<file path="src/rtl/rect_plotter_pkg.sv">
// ============================================================================
//  Module      : rect_plotter_pkg
//  Description : Shared constants and types for the sprite plotter: screen
//                size, pixel coordinate widths, colour width, FSM state
//                encoding and a counter-width helper.
//  Revision    : 1.0 - initial release
// ============================================================================
`default_nettype none

package rect_plotter_pkg;

    localparam int SCREEN_W = 160;
    localparam int SCREEN_H = 120;
    localparam int X_W      = 8;
    localparam int Y_W      = 7;
    localparam int COLOUR_W = 3;

    typedef enum logic [1:0] {
        ST_IDLE  = 2'd0,
        ST_ERASE = 2'd1,
        ST_DRAW  = 2'd2,
        ST_DONE  = 2'd3
    } state_t;

    // Width of a counter covering 0..n-1; never less than one bit.
    function automatic int cnt_width(input int n);
        return (n > 1) ? $clog2(n) : 1;
    endfunction

endpackage

`default_nettype wire

</file>
<file path="src/rtl/rect_plotter_if.sv">
// ============================================================================
//  Module      : rect_plotter_if
//  Description : Request/pixel bus between the motion datapath, the sprite
//                plotter and the VGA adapter.
//                Request side : start, x_in, y_in, colour_in
//                Status side  : busy, done
//                Pixel side   : x, y, colour, plot
//                master = requester / pixel consumer, slave = plotter.
//  Revision    : 1.0 - initial release
// ============================================================================
`default_nettype none

interface rect_plotter_if #(
    parameter int COLOUR_W = 3
);
    import rect_plotter_pkg::*;

    logic                start;
    logic [X_W-1:0]      x_in;
    logic [Y_W-1:0]      y_in;
    logic [COLOUR_W-1:0] colour_in;
    logic                busy;
    logic                done;
    logic [X_W-1:0]      x;
    logic [Y_W-1:0]      y;
    logic [COLOUR_W-1:0] colour;
    logic                plot;

    modport master (
        output start, x_in, y_in, colour_in,
        input  busy, done, x, y, colour, plot
    );

    modport slave (
        input  start, x_in, y_in, colour_in,
        output busy, done, x, y, colour, plot
    );

endinterface

`default_nettype wire

</file>
<file path="src/rtl/rect_scan.sv">
// ============================================================================
//  Module      : rect_scan
//  Description : Raster counters for one sprite pass. dx is the inner loop
//                (0..SPR_W-1), dy the outer loop (0..SPR_H-1). Both wrap to 0
//                after the last pixel so back-to-back passes need no clear.
//  Ports       : clk, rst  - clock, synchronous active-high reset
//                clr       - synchronous clear of both counters
//                en        - advance one pixel
//                dx, dy    - current pixel offset
//                last      - combinational: current pixel ends the pass
//  Revision    : 1.0 - initial release
// ============================================================================
`default_nettype none

module rect_scan #(
    parameter int SPR_W = 4,
    parameter int SPR_H = 4,
    parameter int DX_W  = rect_plotter_pkg::cnt_width(SPR_W),
    parameter int DY_W  = rect_plotter_pkg::cnt_width(SPR_H)
) (
    input  wire logic            clk,
    input  wire logic            rst,
    input  wire logic            clr,
    input  wire logic            en,
    output logic [DX_W-1:0]      dx,
    output logic [DY_W-1:0]      dy,
    output logic                 last
);

    logic dx_end;
    logic dy_end;

    assign dx_end = (dx == DX_W'(SPR_W - 1));
    assign dy_end = (dy == DY_W'(SPR_H - 1));
    assign last   = dx_end && dy_end;

    always_ff @(posedge clk) begin
        if (rst || clr) begin
            dx <= '0;
            dy <= '0;
        end else if (en) begin
            if (dx_end) begin
                dx <= '0;
                dy <= dy_end ? '0 : dy + DY_W'(1);
            end else begin
                dx <= dx + DX_W'(1);
            end
        end
    end

endmodule

`default_nettype wire

</file>
<file path="src/rtl/rect_plotter.sv">
// ============================================================================
//  Module      : rect_plotter
//  Description : Sequences pixel writes for one moving sprite. On start it
//                optionally erases the sprite at its previous position
//                (colour 0), then draws it at the new position, one pixel
//                per clock, and pulses done for one cycle. Pixels falling off
//                the screen keep their cycle but have plot low.
//  Ports       : clk, reset - clock, synchronous active-high reset
//                bus        - rect_plotter_if.slave (request, status, pixel)
//  Config      : RECT_PLOTTER_ERASE_EN - when defined, builds the erase pass
//                and the previous-position registers. When undefined every
//                sequence is draw-only.
//  Revision    : 1.0 - initial release
// ============================================================================
`default_nettype none

module rect_plotter #(
    parameter int SPR_W    = 4,
    parameter int SPR_H    = 4,
    parameter int SCREEN_W = 160,
    parameter int SCREEN_H = 120,
    parameter int COLOUR_W = 3
) (
    input  wire logic      clk,
    input  wire logic      reset,
    rect_plotter_if.slave  bus
);
    import rect_plotter_pkg::*;

    localparam int DX_W = cnt_width(SPR_W);
    localparam int DY_W = cnt_width(SPR_H);

    state_t              state;
    state_t              state_next;

    logic [X_W-1:0]      new_x;
    logic [Y_W-1:0]      new_y;
    logic [COLOUR_W-1:0] new_col;

`ifdef RECT_PLOTTER_ERASE_EN
    logic [X_W-1:0]      prev_x;
    logic [Y_W-1:0]      prev_y;
    logic                prev_valid;
`endif

    logic [DX_W-1:0]     dx;
    logic [DY_W-1:0]     dy;
    logic                last;
    logic                scan_en;

    logic [X_W-1:0]      base_x;
    logic [Y_W-1:0]      base_y;
    logic [COLOUR_W-1:0] pix_col;
    logic                pix_on;
    logic [X_W:0]        sum_x;
    logic [Y_W:0]        sum_y;
    logic                in_bounds;

    logic [X_W-1:0]      x_q;
    logic [Y_W-1:0]      y_q;
    logic [COLOUR_W-1:0] colour_q;
    logic                plot_q;
    logic                done_q;

    assign scan_en = (state == ST_ERASE) || (state == ST_DRAW);

    rect_scan #(
        .SPR_W (SPR_W),
        .SPR_H (SPR_H),
        .DX_W  (DX_W),
        .DY_W  (DY_W)
    ) u_scan (
        .clk  (clk),
        .rst  (reset),
        .clr  (state == ST_IDLE),
        .en   (scan_en),
        .dx   (dx),
        .dy   (dy),
        .last (last)
    );

    // ------------------------------------------------------------------
    // FSM
    // ------------------------------------------------------------------
    always_ff @(posedge clk) begin
        if (reset) begin
            state <= ST_IDLE;
        end else begin
            state <= state_next;
        end
    end

    always_comb begin
        state_next = state;
        case (state)
            ST_IDLE: begin
                if (bus.start) begin
`ifdef RECT_PLOTTER_ERASE_EN
                    state_next = prev_valid ? ST_ERASE : ST_DRAW;
`else
                    state_next = ST_DRAW;
`endif
                end
            end
`ifdef RECT_PLOTTER_ERASE_EN
            ST_ERASE: if (last) state_next = ST_DRAW;
`endif
            ST_DRAW:  if (last) state_next = ST_DONE;
            ST_DONE:  state_next = ST_IDLE;
            default:  state_next = ST_IDLE;
        endcase
    end

    // ------------------------------------------------------------------
    // Request latch and previous-position tracking
    // ------------------------------------------------------------------
    always_ff @(posedge clk) begin
        if (reset) begin
            new_x   <= '0;
            new_y   <= '0;
            new_col <= '0;
        end else if ((state == ST_IDLE) && bus.start) begin
            new_x   <= bus.x_in;
            new_y   <= bus.y_in;
            new_col <= bus.colour_in;
        end
    end

`ifdef RECT_PLOTTER_ERASE_EN
    always_ff @(posedge clk) begin
        if (reset) begin
            prev_x     <= '0;
            prev_y     <= '0;
            prev_valid <= 1'b0;
        end else if (state == ST_DONE) begin
            prev_x     <= new_x;
            prev_y     <= new_y;
            prev_valid <= 1'b1;
        end
    end
`endif

    // ------------------------------------------------------------------
    // Pixel address: sums carry one extra bit so an overflow past the
    // coordinate width is still seen as off-screen.
    // ------------------------------------------------------------------
    always_comb begin
        base_x  = new_x;
        base_y  = new_y;
        pix_col = new_col;
        pix_on  = (state == ST_DRAW);
`ifdef RECT_PLOTTER_ERASE_EN
        if (state == ST_ERASE) begin
            base_x  = prev_x;
            base_y  = prev_y;
            pix_col = '0;
            pix_on  = 1'b1;
        end
`endif
    end

    assign sum_x     = {1'b0, base_x} + (X_W + 1)'(dx);
    assign sum_y     = {1'b0, base_y} + (Y_W + 1)'(dy);
    assign in_bounds = (sum_x < (X_W + 1)'(SCREEN_W)) &&
                       (sum_y < (Y_W + 1)'(SCREEN_H));

    // Outputs are one cycle behind state/counters.
    always_ff @(posedge clk) begin
        if (reset) begin
            x_q      <= '0;
            y_q      <= '0;
            colour_q <= '0;
            plot_q   <= 1'b0;
            done_q   <= 1'b0;
        end else begin
            x_q      <= pix_on ? sum_x[X_W-1:0] : '0;
            y_q      <= pix_on ? sum_y[Y_W-1:0] : '0;
            colour_q <= pix_on ? pix_col : '0;
            plot_q   <= pix_on && in_bounds;
            done_q   <= (state == ST_DONE);
        end
    end

    // DONE still carries the last draw pixel on the outputs, so it counts
    // as busy; the cycle after it (IDLE, done high) does not.
    assign bus.busy   = (state != ST_IDLE);
    assign bus.done   = done_q;
    assign bus.x      = x_q;
    assign bus.y      = y_q;
    assign bus.colour = colour_q;
    assign bus.plot   = plot_q;

endmodule

`default_nettype wire

</file>
<file path="src/flat_wrapper.sv">
// flat-port wrapper written by rule: the top's interface ports become plain ports
module rect_plotter_flat import rect_plotter_pkg::*;
#(
    parameter int SPR_W    = 4,
    parameter int SPR_H    = 4,
    parameter int SCREEN_W = 160,
    parameter int SCREEN_H = 120,
    parameter int COLOUR_W = 3
)
  (clk, reset, bus_start, bus_x_in, bus_y_in, bus_colour_in, bus_busy, bus_done, bus_x, bus_y, bus_colour, bus_plot);
  rect_plotter_if #(.COLOUR_W(COLOUR_W)) bus_i ();
  input  wire logic clk;
  input  wire logic reset;
  input wire logic [$bits(bus_i.start)-1:0] bus_start;
  input wire logic [$bits(bus_i.x_in)-1:0] bus_x_in;
  input wire logic [$bits(bus_i.y_in)-1:0] bus_y_in;
  input wire logic [$bits(bus_i.colour_in)-1:0] bus_colour_in;
  output wire logic [$bits(bus_i.busy)-1:0] bus_busy;
  output wire logic [$bits(bus_i.done)-1:0] bus_done;
  output wire logic [$bits(bus_i.x)-1:0] bus_x;
  output wire logic [$bits(bus_i.y)-1:0] bus_y;
  output wire logic [$bits(bus_i.colour)-1:0] bus_colour;
  output wire logic [$bits(bus_i.plot)-1:0] bus_plot;
  assign bus_i.start = bus_start;
  assign bus_i.x_in = bus_x_in;
  assign bus_i.y_in = bus_y_in;
  assign bus_i.colour_in = bus_colour_in;
  assign bus_busy = bus_i.busy;
  assign bus_done = bus_i.done;
  assign bus_x = bus_i.x;
  assign bus_y = bus_i.y;
  assign bus_colour = bus_i.colour;
  assign bus_plot = bus_i.plot;
  rect_plotter #(.SPR_W(SPR_W), .SPR_H(SPR_H), .SCREEN_W(SCREEN_W), .SCREEN_H(SCREEN_H), .COLOUR_W(COLOUR_W)) u_core (.clk(clk), .reset(reset), .bus(bus_i));
endmodule
</file>
<file path="config.mk">
export PLATFORM = sky130hd
export DESIGN_NAME = rect_plotter_flat
export DESIGN_NICKNAME = d
export VERILOG_FILES = /design/src/rtl/rect_plotter_pkg.sv /design/src/rtl/rect_plotter_if.sv /design/src/rtl/rect_scan.sv /design/src/rtl/rect_plotter.sv /design/src/flat_wrapper.sv
export SDC_FILE = /design/constraint.sdc
export NUM_CORES = 1
export LEC_CHECK = 0
export ABC_AREA = 1
export BUFFER_PORTS_ARGS = -buffer_cell sky130_fd_sc_hd__buf_2
export CORE_MARGIN = 5
export CORE_UTILIZATION = 40
export CTS_CLUSTER_SIZE = 30
export DETAILED_ROUTE_END_ITERATION = 10
export PLACE_DENSITY = 0.58
export SYNTH_ARGS = -nofsm -noshare
export SYNTH_HDL_FRONTEND = slang
export SYNTH_SLANG_ARGS = --single-unit
</file>
<file path="constraint.sdc">
create_clock -name clk -period 4.04 [get_ports clk]
set_input_delay 0.808 -clock clk [delete_from_list [all_inputs] [get_ports clk]]
set_output_delay 0.808 -clock clk [all_outputs]
set_load 0.005 [all_outputs]
</file>
## Word-level counts from Yosys, hierarchy flattened

Index checks and enable logic that the tools add are counted.
Widths: inputs -> output; s select.

- Register bits after elaboration: 44
- Input port bits: 21
- Output and inout bits: 21
- Word-level logic and storage cells: 41

- Add/subtract/negate cells: 4
- Magnitude comparators: 2
- Equality and inequality tests: 7
- Mux-type cells: 5
- Bitwise logic cells: 1
- Reductions and logical operators: 11

Operators by type and width:

| operator | count |
|---|---|
| $add 8x2->9 | 1 |
| $lt 9x8->1 const B | 1 |
| $add 7x2->8 | 1 |
| $eq 2x2->1 const B | 4 |
| $lt 8x7->1 const B | 1 |
| $mux 2 | 4 |
| $add 2x1->2 const B | 2 |
| $logic_and 1x1->1 | 4 |
| $pmux 2 s2 | 1 |
| $reduce_and 2->1 | 2 |
| $eq 2x1->1 const B | 1 |
| $logic_not 2->1 | 1 |
| $logic_or 1x1->1 | 2 |
| $ne 2x1->1 const B | 1 |
| $ne 2x2->1 const B | 1 |
| $reduce_bool 2->1 | 1 |
| $reduce_or 2->1 | 1 |
| $not 1->1 | 1 |

## Logic depth before layout (Yosys ltp)

Gate-level depths: netlist of the first run.

- Depth in word-level cells: 4
- Gate-level depth with buffers: 11
- Mapped depth without buffers: 11

## Cells and area by module

Synthesis of the first run repeated with hierarchy kept, for this count alone.

- Cells, all modules: 247
- Area, all modules: 1873.0 um2

Modules (own cells, without submodules):

| module | instances | cells each | area an instance (um2) | seq. area each (um2) |
|---|---|---|---|---|
| rect_plotter | 1 | 216 | 1662.8 | 800.8 |
| rect_scan | 1 | 31 | 210.2 | 80.1 |

## Worst setup path before layout of the first run

Ideal clock, no wire load.

- Path kind: reg-to-reg
- Start point: register u_core.u_scan.dx[0]
- End point: register u_core.plot_q (netlist: u_core.bus.plot)
- Library setup time: 0.113 ns
- Arrival time: 1.411 ns
- Data required time: 3.927 ns
- Setup slack: 2.516 ns
- Cell stages (with the launch flop): 12
- Buffers on the path: 0
- Path through: dfxtp_1 > ha_1 > inv_1 > fa_1 > inv_1 > nand2_1 > nand2_1 > nand2_1 > nand2_1 > nand2_1 > nand2_1 > nor2_1

- Longest elaborated chain between the ends: 4

Ends and longest elaborated chain:

| what | line | text |
|---|---|---|
| start, declared | rect_scan.sv:25 | `output logic [DX_W-1:0] dx,` |
| start signal, assigned | rect_scan.sv:46 | `dx <= dx + DX_W'(1);` |
| $add 8x2->9 | rect_plotter.sv:162 | `assign sum_x = {1'b0, base_x} + (X_W + 1)'(dx);` |
| $lt 9x8->1 | rect_plotter.sv:164 | `assign in_bounds = (sum_x < (X_W + 1)'(SCREEN_W)) &&` |
| $logic_and 1x1->1 | rect_plotter.sv:164 |  |
| $logic_and 1x1->1 | rect_plotter.sv:179 | `plot_q <= pix_on && in_bounds;` |
| end signal, assigned | rect_plotter.sv:179 |  |
| end, declared | rect_plotter.sv:62 | `logic plot_q;` |

No other way between the ends.
A chain may end at the register's enable or synchronous reset.

## Worst setup path after layout of the first run

- Start point: register u_core.state[0]
- End point: output bus_busy

- Longest elaborated chain between the ends: 1

Ends and longest elaborated chain:

| what | line | text |
|---|---|---|
| start, declared | rect_plotter.sv:33 | `state_t state;` |
| start signal, assigned | rect_plotter.sv:89 | `state <= state_next;` |
| $reduce_bool 2->1 | rect_plotter.sv:186 | `assign bus.busy = (state != ST_IDLE);` |
| end, declared | flat_wrapper.sv:18 | `output wire logic [$bits(bus_i.busy)-1:0] bus_busy;` |

No other way between the ends.

==> metrics, run 1 <==
outcome complete, no violations; Post-Syn Instances 232; f_max 512.7 MHz; Syn Nets 264; Power Density 571.6 mW/mm2; count of state elements after synthesis 44; most used cell, CP inv_1; slew margin rel. 0.4147; vias in the first global route 1464; Tcrit/Tclk final 0.4827; Iter 0 DRT Violations 24; Die H 77.44 um; mapped cell area 0.001819 mm2; core box area 0.004384 mm2; Yosys top cell by area dfxtp_1; pin count of the biggest net entering global routing 31; Final GP Congestion 0.7884; clock buffer depth 2; Worst Path Required 3.23 ns; Starting Density 0.4150; Worst setup SP type flop; delay of the slowest cell on the worst path 0.34 ns; clk slew on worst S/H paths 0.08 ns; Leakage 1.029 nW; top_reg_cell synth dfxtp_1; Ys Warns 0; register area share after synthesis 0.4842; Final Cell Area 0.002175 mm2; CP Cell Sequence inv_1, ha_1, inv_1, buf_2; first-pass GRT wire length 6361 um; CTS tree done; Clock Root Buffer clkbuf_8; maximum vdd ir drop 0.0003672 V; hpwl dp 2636 um; setup tns final 0 ns; vias 1505; kind of cell adding the most delay to the critical path flip-flops; Ant. Diodes 0; # rows 24; CP max stage cell dfxtp_1; WP data arrival 1.14 ns; CP endpoint kind output pin; IO Count 42; Nets 307; Final ANT Viol Nets 0; placed cell areas 0.002067 mm2; Crit Path Class flop to output pin; FFs w/ async S/R, synth 0; Avg Cell Area, Syn 7.842 um2; CTS Buf Count 5; Post-CTS Repair Setup Buffers 0; post-synth cell types 21; unrepaired setup endpoints after global routing false; cts hold-fix bufs 0; Remaining Overflow, GRT 0; DRC Markers 0; GR Util All Layers 0.1339; Synth-to-Final Area Change 19.53%; Max Transition Viols Final 0; leading cell type by number of instances after synthesis dfxtp_1; EDFF count, synth 0; post_cts resized 0; R2R Setup Slk 2.12 ns; antenna violations before repair 0; Die X-Extent 77.44 um; die footprint 0.005997 mm2; crit-path max FO 3; Buf/Inv on CP 3; final hold vios 0; crit path time final 1.950 ns; main area contributors after synthesis dfxtp_1, nor2_1, nand2_1; TritonRoute pass-1 iters 4; Vias/cell 4.588; CTS Sinks 44; Port Buf Inserts 41; most common library cells after synthesis dfxtp_1, nor2_1, nand2_1; Post-Route WL 3584 um; Max Cap Violations 0; wire per inst 10.93 um; final setup skew 0.009681 ns; Synth top area share 0.4842; Slew @ Worst Pin 0.8759 ns; later-pin clock latency in the skew report 0.30 ns; share of layout cells above drive strength 1 0.2029; Final setup viols 0; Hold WC Path Type flop to flop; H-tree depth 2
## worst reg2reg max path, cell delays in order, from the launching register on
cell	delay, ns
dfxtp_1	0.34
inv_1	0.07
ha_1	0.22
nand2_1	0.65
inv_1	0.31
nor2_1	0.16
nor2_1	0.06
## sequential cells by signal, indices dropped and copies added (netlist names)
signal and cells:
u_core.base_x 8, u_core.bus.x 8, u_core.base_y 7, u_core.bus.y 7
u_core.bus.colour 3, u_core.new_col 3, u_core.state 2, u_core.u_scan.dx 2
u_core.u_scan.dy 2, u_core.bus.done 1, u_core.bus.plot 1
## cell families (layout without fill, tap and decap cells)
logic type,after synthesis,in the layout,synth area share
compound gates,45,45,0.1259
xor+xnor,2,2,0.009630
fa+ha+maj,11,11,0.08391
buf+inv,37,81,0.07841
flops,44,44,0.4842
simple gates,93,93,0.2180
## worst paths after layout
path	start	endpoint	cells after the start
worst max-delay path	u_core.state[0]$_SDFFE_PP0P_	bus_busy	4
worst max register to register	u_core.state[0]$_SDFFE_PP0P_	u_core.base_y[5]$_SDFFE_PP0P_	6
worst min-delay path	u_core.new_col[1]$_SDFFE_PP0P_	u_core.bus.colour[1]$_SDFF_PP0_	2
worst min register to register	u_core.new_col[1]$_SDFFE_PP0P_	u_core.bus.colour[1]$_SDFF_PP0_	2
## routing by layer
layer	global-route usage	share of wire
met1	0.1639	0.46
met5	0	0
met4	0.07732	0.022
met3	0.03125	0.051
met2	0.2146	0.46
## power breakdown
group | switching (mW) | internal, mW | total [mW]
clock network | 0.147 | 0.183 | 0.330
logic | 0.217 | 0.123 | 0.340
registers | 0.0554 | 0.518 | 0.573
## cell type report
type | count | area, um2
Timing Repair Buffer | 41 | 205.2
Clock buffer | 6 | 72.57
Clock inverter | 2 | 35.03
Multi-Input combinational cell | 151 | 795.8
Fill cell | 453 | 2210
Sequential cell | 44 | 880.8
Tap cell | 52 | 65.06
Inverter | 32 | 120.1
## layout by cell type, fill, tap and decap left out, types with 4 or more instances in the layout
| cell | Yosys | final |
|---|---|---|
| nand2_2 | 4 | 4 |
| o21ai_0 | 24 | 24 |
| inv_1 | 32 | 32 |
| ha_1 | 9 | 9 |
| dfxtp_1 | 44 | 44 |
| nand2_1 | 33 | 33 |
| buf_2 | 2 | 41 |
| clkbuf_8 | 0 | 5 |
| a21oi_1 | 20 | 20 |
| nand3_1 | 9 | 9 |
| nor2_1 | 39 | 39 |
## per-stage QoR
step / util / worst slack, ns / cells / power [mW] / hold WS (ns)
finish: 0.4960 / 2.090 / 328 / 1.243 / 0.4411
global route: 0.4960 / 1.866 / 328 / 1.353 / 0.4765
CTS: 0.4960 / 2.072 / 328 / 1.264 / 0.4437
detailed placement: 0.4715 / 1.819 / 320 / 0.9297 / 0.4308
global placement: 0.4715 / 1.860 / 320 / 0.9262 / 0.4273
floorplan: - / 2.516 / 232 / 0.8311 / 0.4160
No activity file was read; power rests on OpenSTA's default activity.
==> inputs of run 2 (changes only) <==
clock period = 1.9 ns   (was 4.04 ns; I/O delays follow)
==> run 2 against run 1 <==
Against the previous run: first-iteration DRC count rose by 120%; power up 110%; flip-flop and latch count did not move; combinational power is 120% higher; sequential power grew 110%; non-clock buffer count grew 2; cell count increased by 0.61%; die area unchanged; critical path type is now flop to flop.
==> metrics, run 2 (same netlist as run 1, synthesis figures left out) <==
Port Buf Inserts 41 (unchanged); # rows 24 (unchanged); DRC Markers 0 (unchanged); first-pass GRT wire length 6610 um (was 6361 um); Final GP Congestion 0.7958 (was 0.7884); Vias/cell 4.658 (was 4.588); Nets 309 (was 307); R2R Setup Slk 0.26 ns (was 2.12 ns); cts hold-fix bufs 0 (unchanged); f_max 610.2 MHz; later-pin clock latency in the skew report 0.29 ns (was 0.30 ns); worst r2r src u_core.u_scan.dx[0]$_SDFFE_PP0N_ (was u_core.state[0]$_SDFFE_PP0P_); Slew @ Worst Pin 0.5050 ns (was 0.8759 ns); GR Util All Layers 0.1348 (was 0.1339); slew margin rel. 0.6629 (was 0.4147); crit path time final 1.639 ns; final hold vios 0 (unchanged); Iter 0 DRT Violations 52 (was 24); clock share of power 0.233 (was 0.266); cell-internal power 1.678 mW (was 0.8240 mW); outcome complete, no violations (unchanged); core box area 0.004384 mm2 (unchanged); Final setup viols 0 (unchanged); R2R cell count 11 (was 6); sw power 0.8958 mW (was 0.4189 mW); Remaining Overflow, GRT 0 (unchanged); number of placed cells counting well taps 322 (was 320); antenna violations before repair 0 (unchanged); Post-Route WL 3740 um (was 3584 um); setup tns final 0 ns (unchanged); hpwl dp 2843 um (was 2636 um); Final Cell Area 0.002172 mm2 (was 0.002175 mm2); Worst setup SP type flop (unchanged); Flop pwr share 0.474 (was 0.461); Clock Root Buffer clkbuf_8 (unchanged); H-tree depth 2 (unchanged); Die H 77.44 um (unchanged); most frequent cells in the layout dfxtp_1, buf_2, nor2_1 (unchanged); CP Capture Point u_core.bus.plot$_SDFF_PP0_ (was bus_busy); crit-path max FO 4 (was 3); vias 1537 (was 1505); DR WL met3 171 um (was 183 um); share of layout cells above drive strength 1 0.2050 (was 0.2029); Critical path origin u_core.u_scan.dx[0]$_SDFFE_PP0N_ (was u_core.state[0]$_SDFFE_PP0P_); Leakage 1.028 nW (was 1.029 nW); Max Cap Violations 0 (unchanged); Total Power 2.574 mW (was 1.243 mW); Synth-to-Final Area Change 19.39% (was 19.53%); die footprint 0.005997 mm2 (unchanged); Reg-to-Reg End u_core.bus.plot$_SDFF_PP0_ (was u_core.base_y[5]$_SDFFE_PP0P_); unrepaired setup endpoints after global routing false (unchanged); clk slew on worst S/H paths 0.08 ns (about the same); Tcrit/Tclk final 0.8625; Starting Density 0.4150 (unchanged); CTS Buf Count 5 (unchanged); pin count of the biggest net entering global routing 20 (was 31); met1 wire length 1783 um (was 1657 um); IO Count 42 (unchanged); wire per inst 11.33 um (was 10.93 um); Comb pwr share 0.293 (was 0.273); post_cts resized 0 (unchanged); vias in the first global route 1556 (was 1464); # fillers 449 (was 453); placed cell areas 0.002082 mm2 (was 0.002067 mm2); maximum vdd ir drop 0.0007073 V (was 0.0003672 V); Final WS setup 0.2613 ns (was 2.090 ns); switching share of total power 0.3480 (was 0.3370); Worst Path Required 2.09 ns (was 3.23 ns); WP data arrival 1.83 ns (was 1.14 ns); Max Transition Viols Final 0 (unchanged); highest routed layer met4 (unchanged); Power Density 1185 mW/mm2 (was 571.6 mW/mm2); DR WL met2 1733 um (was 1664 um); clock buffer depth 2 (unchanged); TritonRoute pass-1 iters 4 (unchanged); Die X-Extent 77.44 um (unchanged); commonest non-fill, non-tap cell in the layout dfxtp_1 (unchanged); Post-Layout Cell Count 330 (was 328); Crit Path Class flop to flop (was flop to output pin); Post-Place Setup Slack 0.2522 ns (was 1.819 ns); CTS Sinks 44 (unchanged); final setup skew 0.005516 ns (was 0.009681 ns); CTS tree done (unchanged); Final ANT Viol Nets 0 (unchanged); Hold WC Path Type input port to flop (was flop to flop); Post-CTS Repair Setup Buffers 0 (unchanged); CP endpoint kind flop (was output pin); Ant. Diodes 0 (unchanged)
[run 2: power groups by stage]
stage | Clock [mW] | Combinational (mW) | Sequential (mW)
2_1_floorplan | 0 | 0.544 | 1.22
6_report | 0.600 | 0.755 | 1.22
3_5_place_dp | 0 | 0.769 | 1.24
4_1_cts | 0.619 | 0.774 | 1.22
3_3_place_gp | 0 | 0.766 | 1.24
5_1_grt | 0.661 | 0.906 | 1.25
[run 2: how the worst min path moves through the flow]
stage	from	end	slack [ns]	cells past startpoint
after floorplan	u_core.new_col[0]$_SDFFE_PP0P_	u_core.bus.colour[0]$_SDFF_PP0_	0.42	2
after global placement	u_core.new_col[0]$_SDFFE_PP0P_	u_core.bus.colour[0]$_SDFF_PP0_	0.43	2
after detailed placement	u_core.new_col[0]$_SDFFE_PP0P_	u_core.bus.colour[0]$_SDFF_PP0_	0.43	2
after CTS	reset	u_core.bus.done$_SDFF_PP0_	0.29	2
after global routing	reset	u_core.bus.done$_SDFF_PP0_	0.30	2
final	reset	u_core.bus.done$_SDFF_PP0_	0.29	2
[run 2: layer usage]
layer,global-route usage,vias to the layer above
met5,0,-
met4,0.04124,0
met3,0.04051,5
met2,0.2256,28
met1,0.1664,685
li1,-,819
[run 2: worst max-delay path: stages, from the launching register on]
cell     delay (ns)
dfxtp_1        0.37
ha_1           0.21
inv_1          0.06
fa_1           0.42
inv_1          0.12
nand2_1        0.06
nand2_1        0.05
nand2_1        0.06
nand2_1        0.06
nand2_1        0.05
nand2_1        0.05
nor2_1         0.03
[run 2: through the flow]
step                      hold slack, ns  utilization
after floorplan                   0.4160            -
after global placement            0.4251       0.4749
after detailed placement          0.4271       0.4749
after CTS                         0.2919       0.4954
after global routing              0.2990       0.4954
final                             0.2944       0.4954
[run 2: area by class of cell]
cell class	instances	area, um2	area share
Sequential cell	44	880.8	0.4055
Multi-Input combinational cell	151	795.8	0.3664
Inverter	32	120.1	0.05530
Timing Repair Buffer	43	220.2	0.1014
Tap cell	52	65.06	0.02995
Clock buffer	8	90.09	0.04147
==> inputs of run 3 (changes only) <==
clock period = 1.7 ns   (was 1.9 ns; I/O delays follow)
==> run 3 against run 2 <==
Against the previous run: clock power increased by 45%; sequential power is 12% higher; first-iteration DRC count up 12%; via count increased by 1.4%; hold slack worse by 0.036 ns; non-clock buffer count up 2; highest routed layer unchanged; critical path type unchanged; cell count grew 0.61%; utilization increased by 1.3 points; count of clock-buffer cells in the layout decreased by 1; sequential share of layout area decreased by 0.99 points; critical path depth is 1 lower.
==> metrics, run 3 (same netlist as run 1, synthesis figures left out) <==
outcome complete, no violations (unchanged); Worst setup SP type flop (unchanged); Starting Density 0.4150 (unchanged); CP endpoint kind flop (unchanged); final setup skew 0.009571 ns (was 0.005516 ns); Worst Hold End u_core.bus.done$_SDFF_PP0_ (unchanged); Leakage 1.054 nW (was 1.028 nW); Nets 311 (was 309); most frequent cells in the layout dfxtp_1, buf_2, nor2_1 (unchanged); Clock Root Buffer clkbuf_8 (unchanged); cell depth of the worst min-delay path 2 (unchanged); Slew @ Worst Pin 0.5268 ns (was 0.5050 ns); R2R cell count 10 (was 11); Hold WC Path Type input port to flop (unchanged); pin count of the biggest net entering global routing 16 (was 20); f_max 640.3 MHz (was 610.2 MHz); delay of the slowest cell on the worst path 0.36 ns (was 0.42 ns); Post-Layout Cell Count 332 (was 330); # fillers 450 (was 449); Tcrit/Tclk final 0.9188 (was 0.8625); TritonRoute pass-1 iters 4 (unchanged); Vias/cell 4.693 (was 4.658); GRT met1 Usage 0.1656 (was 0.1664); CTS Buf Count 5 (unchanged); setup tns final 0 ns (unchanged); GR Util All Layers 0.1342 (was 0.1348); vias in the first global route 1538 (was 1556); later-pin clock latency in the skew report 0.30 ns (was 0.29 ns); CP Cell Sequence ha_1, fa_2, nand2_2, nor2_2, inv_1, nand2_1, nor2_1, nand2_1, nor2_1, nor2_1 (was ha_1, inv_1, fa_1, inv_1, nand2_1, nand2_1, nand2_1, nand2_1, nand2_1, nand2_1, nor2_1); crit-path max FO 4 (unchanged); number of placed cells counting well taps 324 (was 322); vias 1558 (was 1537); clock buffer depth 2 (unchanged); Port Buf Inserts 41 (unchanged); antenna violations before repair 0 (unchanged); worst r2r src u_core.u_scan.dy[0]$_SDFFE_PP0P_ (was u_core.u_scan.dx[0]$_SDFFE_PP0N_); Max Cap Violations 0 (unchanged); met3 Usage GRT 0.04630 (was 0.04051); Ant. Diodes 0 (unchanged); met2 Use GR 0.2163 (was 0.2256); crit path time final 1.562 ns (was 1.639 ns); core box area 0.004384 mm2 (unchanged); most used cell, CP nor2_1 (was nand2_1); CP max stage cell fa_2 (was fa_1); wire per inst 11.34 um (was 11.33 um); unrepaired setup endpoints after global routing false (unchanged); Hold Path Origin reset (unchanged); Synth-to-Final Area Change 22.56% (was 19.39%); commonest non-fill, non-tap cell in the layout dfxtp_1 (unchanged); Post-Place Setup Slack 0.07775 ns (was 0.2522 ns); Final ANT Viol Nets 0 (unchanged); slew margin rel. 0.6484 (was 0.6629); Iter 0 DRT Violations 58 (was 52); maximum vdd ir drop 0.0006434 V (was 0.0007073 V); Crit Path Class flop to flop (unchanged); Die H 77.44 um (unchanged); IO Count 42 (unchanged); share of layout cells above drive strength 1 0.2321 (was 0.2050); Die X-Extent 77.44 um (unchanged); Worst Path Required 1.90 ns (was 2.09 ns); die footprint 0.005997 mm2 (unchanged); Final GP Congestion 0.8256 (was 0.7958); CTS Sinks 44 (unchanged); # rows 24 (unchanged); hpwl dp 2848 um (was 2843 um); clk slew on worst S/H paths 0.09 ns (was 0.08 ns); Max Transition Viols Final 0 (unchanged); Top Usage Layer GRT met2 (unchanged); Post-Route WL 3766 um (was 3740 um); H-tree depth 2 (unchanged); Final WS setup 0.1381 ns (was 0.2613 ns); cts hold-fix bufs 0 (unchanged); Reg-to-Reg End u_core.bus.plot$_SDFF_PP0_ (unchanged); Power Density 1394 mW/mm2 (was 1185 mW/mm2); R2R Setup Slk 0.14 ns (was 0.26 ns); Final setup viols 0 (unchanged); final hold vios 0 (unchanged); Remaining Overflow, GRT 0 (unchanged); CTS tree done (unchanged); first-pass GRT wire length 6492 um (was 6610 um); WP data arrival 1.76 ns (was 1.83 ns); DRC Markers 0 (unchanged)
==> run 3: cell count changes in the layout (fill, tap and decap cells not counted), moves of 2 or more <==
cell	before	now
buf_4	2	4
fa_1	2	0
fa_2	0	2
clkbuf_1	2	0
==> run 3: area by class of cell <==
| cell class | count | area (um2) | area share |
|---|---|---|---|
| clock buffer | 7 | 96.34 | 0.04321 |
| clock inverter | 1 | 30.03 | 0.01347 |
| inverter | 32 | 120.1 | 0.05387 |
| multi-input combinational | 151 | 800.8 | 0.3591 |
| sequential | 44 | 882.1 | 0.3956 |
| tap | 52 | 65.06 | 0.02918 |
| timing repair buffer | 45 | 235.2 | 0.1055 |
==> run 3: routing by layer <==
layer	wire length [um]	vias up
met4	46	0
met2	1749	28
met5	0	-
met3	181	5
li1	-	825
met1	1788	700
==> run 3: critical path: cells and delay by family, from the launching register on <==
family / cells / cell delay (ns)
adder cells (fa/ha/maj): 2 / 0.58
buffers and inverters: 1 / 0.04
flip-flops: 1 / 0.34
AND/OR/NAND/NOR: 7 / 0.52
==> run 3: timing repair <==
item	4_1_cts	5_1_grt
resized for setup	0	4
setup buffers	0	0
endpoints found under the setup margin	0	2
==> run 3: per-stage QoR <==
step	hold WS [ns]	power (mW)	cell area, um2	util
2_1_floorplan	0.4113	1.975	1819	-
3_3_place_gp	0.4250	2.258	2097	0.4783
3_5_place_dp	0.4307	2.263	2097	0.4783
4_1_cts	0.2491	3.137	2223	0.5071
5_1_grt	0.2588	3.362	2230	0.5086
6_report	0.2580	3.109	2230	0.5086
==> run 3: power by group <==
part	total, mW	switching, mW	leakage (nW)	internal [mW]
Sequential	1.37	0.135	0.360	1.23
Clock	0.872	0.353	0.0645	0.519
Combinational	0.870	0.544	0.629	0.325
==> run 3: how the worst max path moves through the flow <==
stage | cells past startpoint | endpoint | from
3_5_place_dp | 10 | u_core.bus.plot$_SDFF_PP0_ | u_core.u_scan.dy[0]$_SDFFE_PP0P_
4_1_cts | 11 | u_core.bus.plot$_SDFF_PP0_ | u_core.u_scan.dx[0]$_SDFFE_PP0N_
2_1_floorplan | 11 | u_core.bus.plot$_SDFF_PP0_ | u_core.u_scan.dx[0]$_SDFFE_PP0N_
6_report | 10 | u_core.bus.plot$_SDFF_PP0_ | u_core.u_scan.dy[0]$_SDFFE_PP0P_
5_1_grt | 10 | u_core.bus.plot$_SDFF_PP0_ | u_core.u_scan.dy[0]$_SDFFE_PP0P_
3_3_place_gp | 11 | u_core.bus.plot$_SDFF_PP0_ | u_core.u_scan.dx[0]$_SDFFE_PP0N_
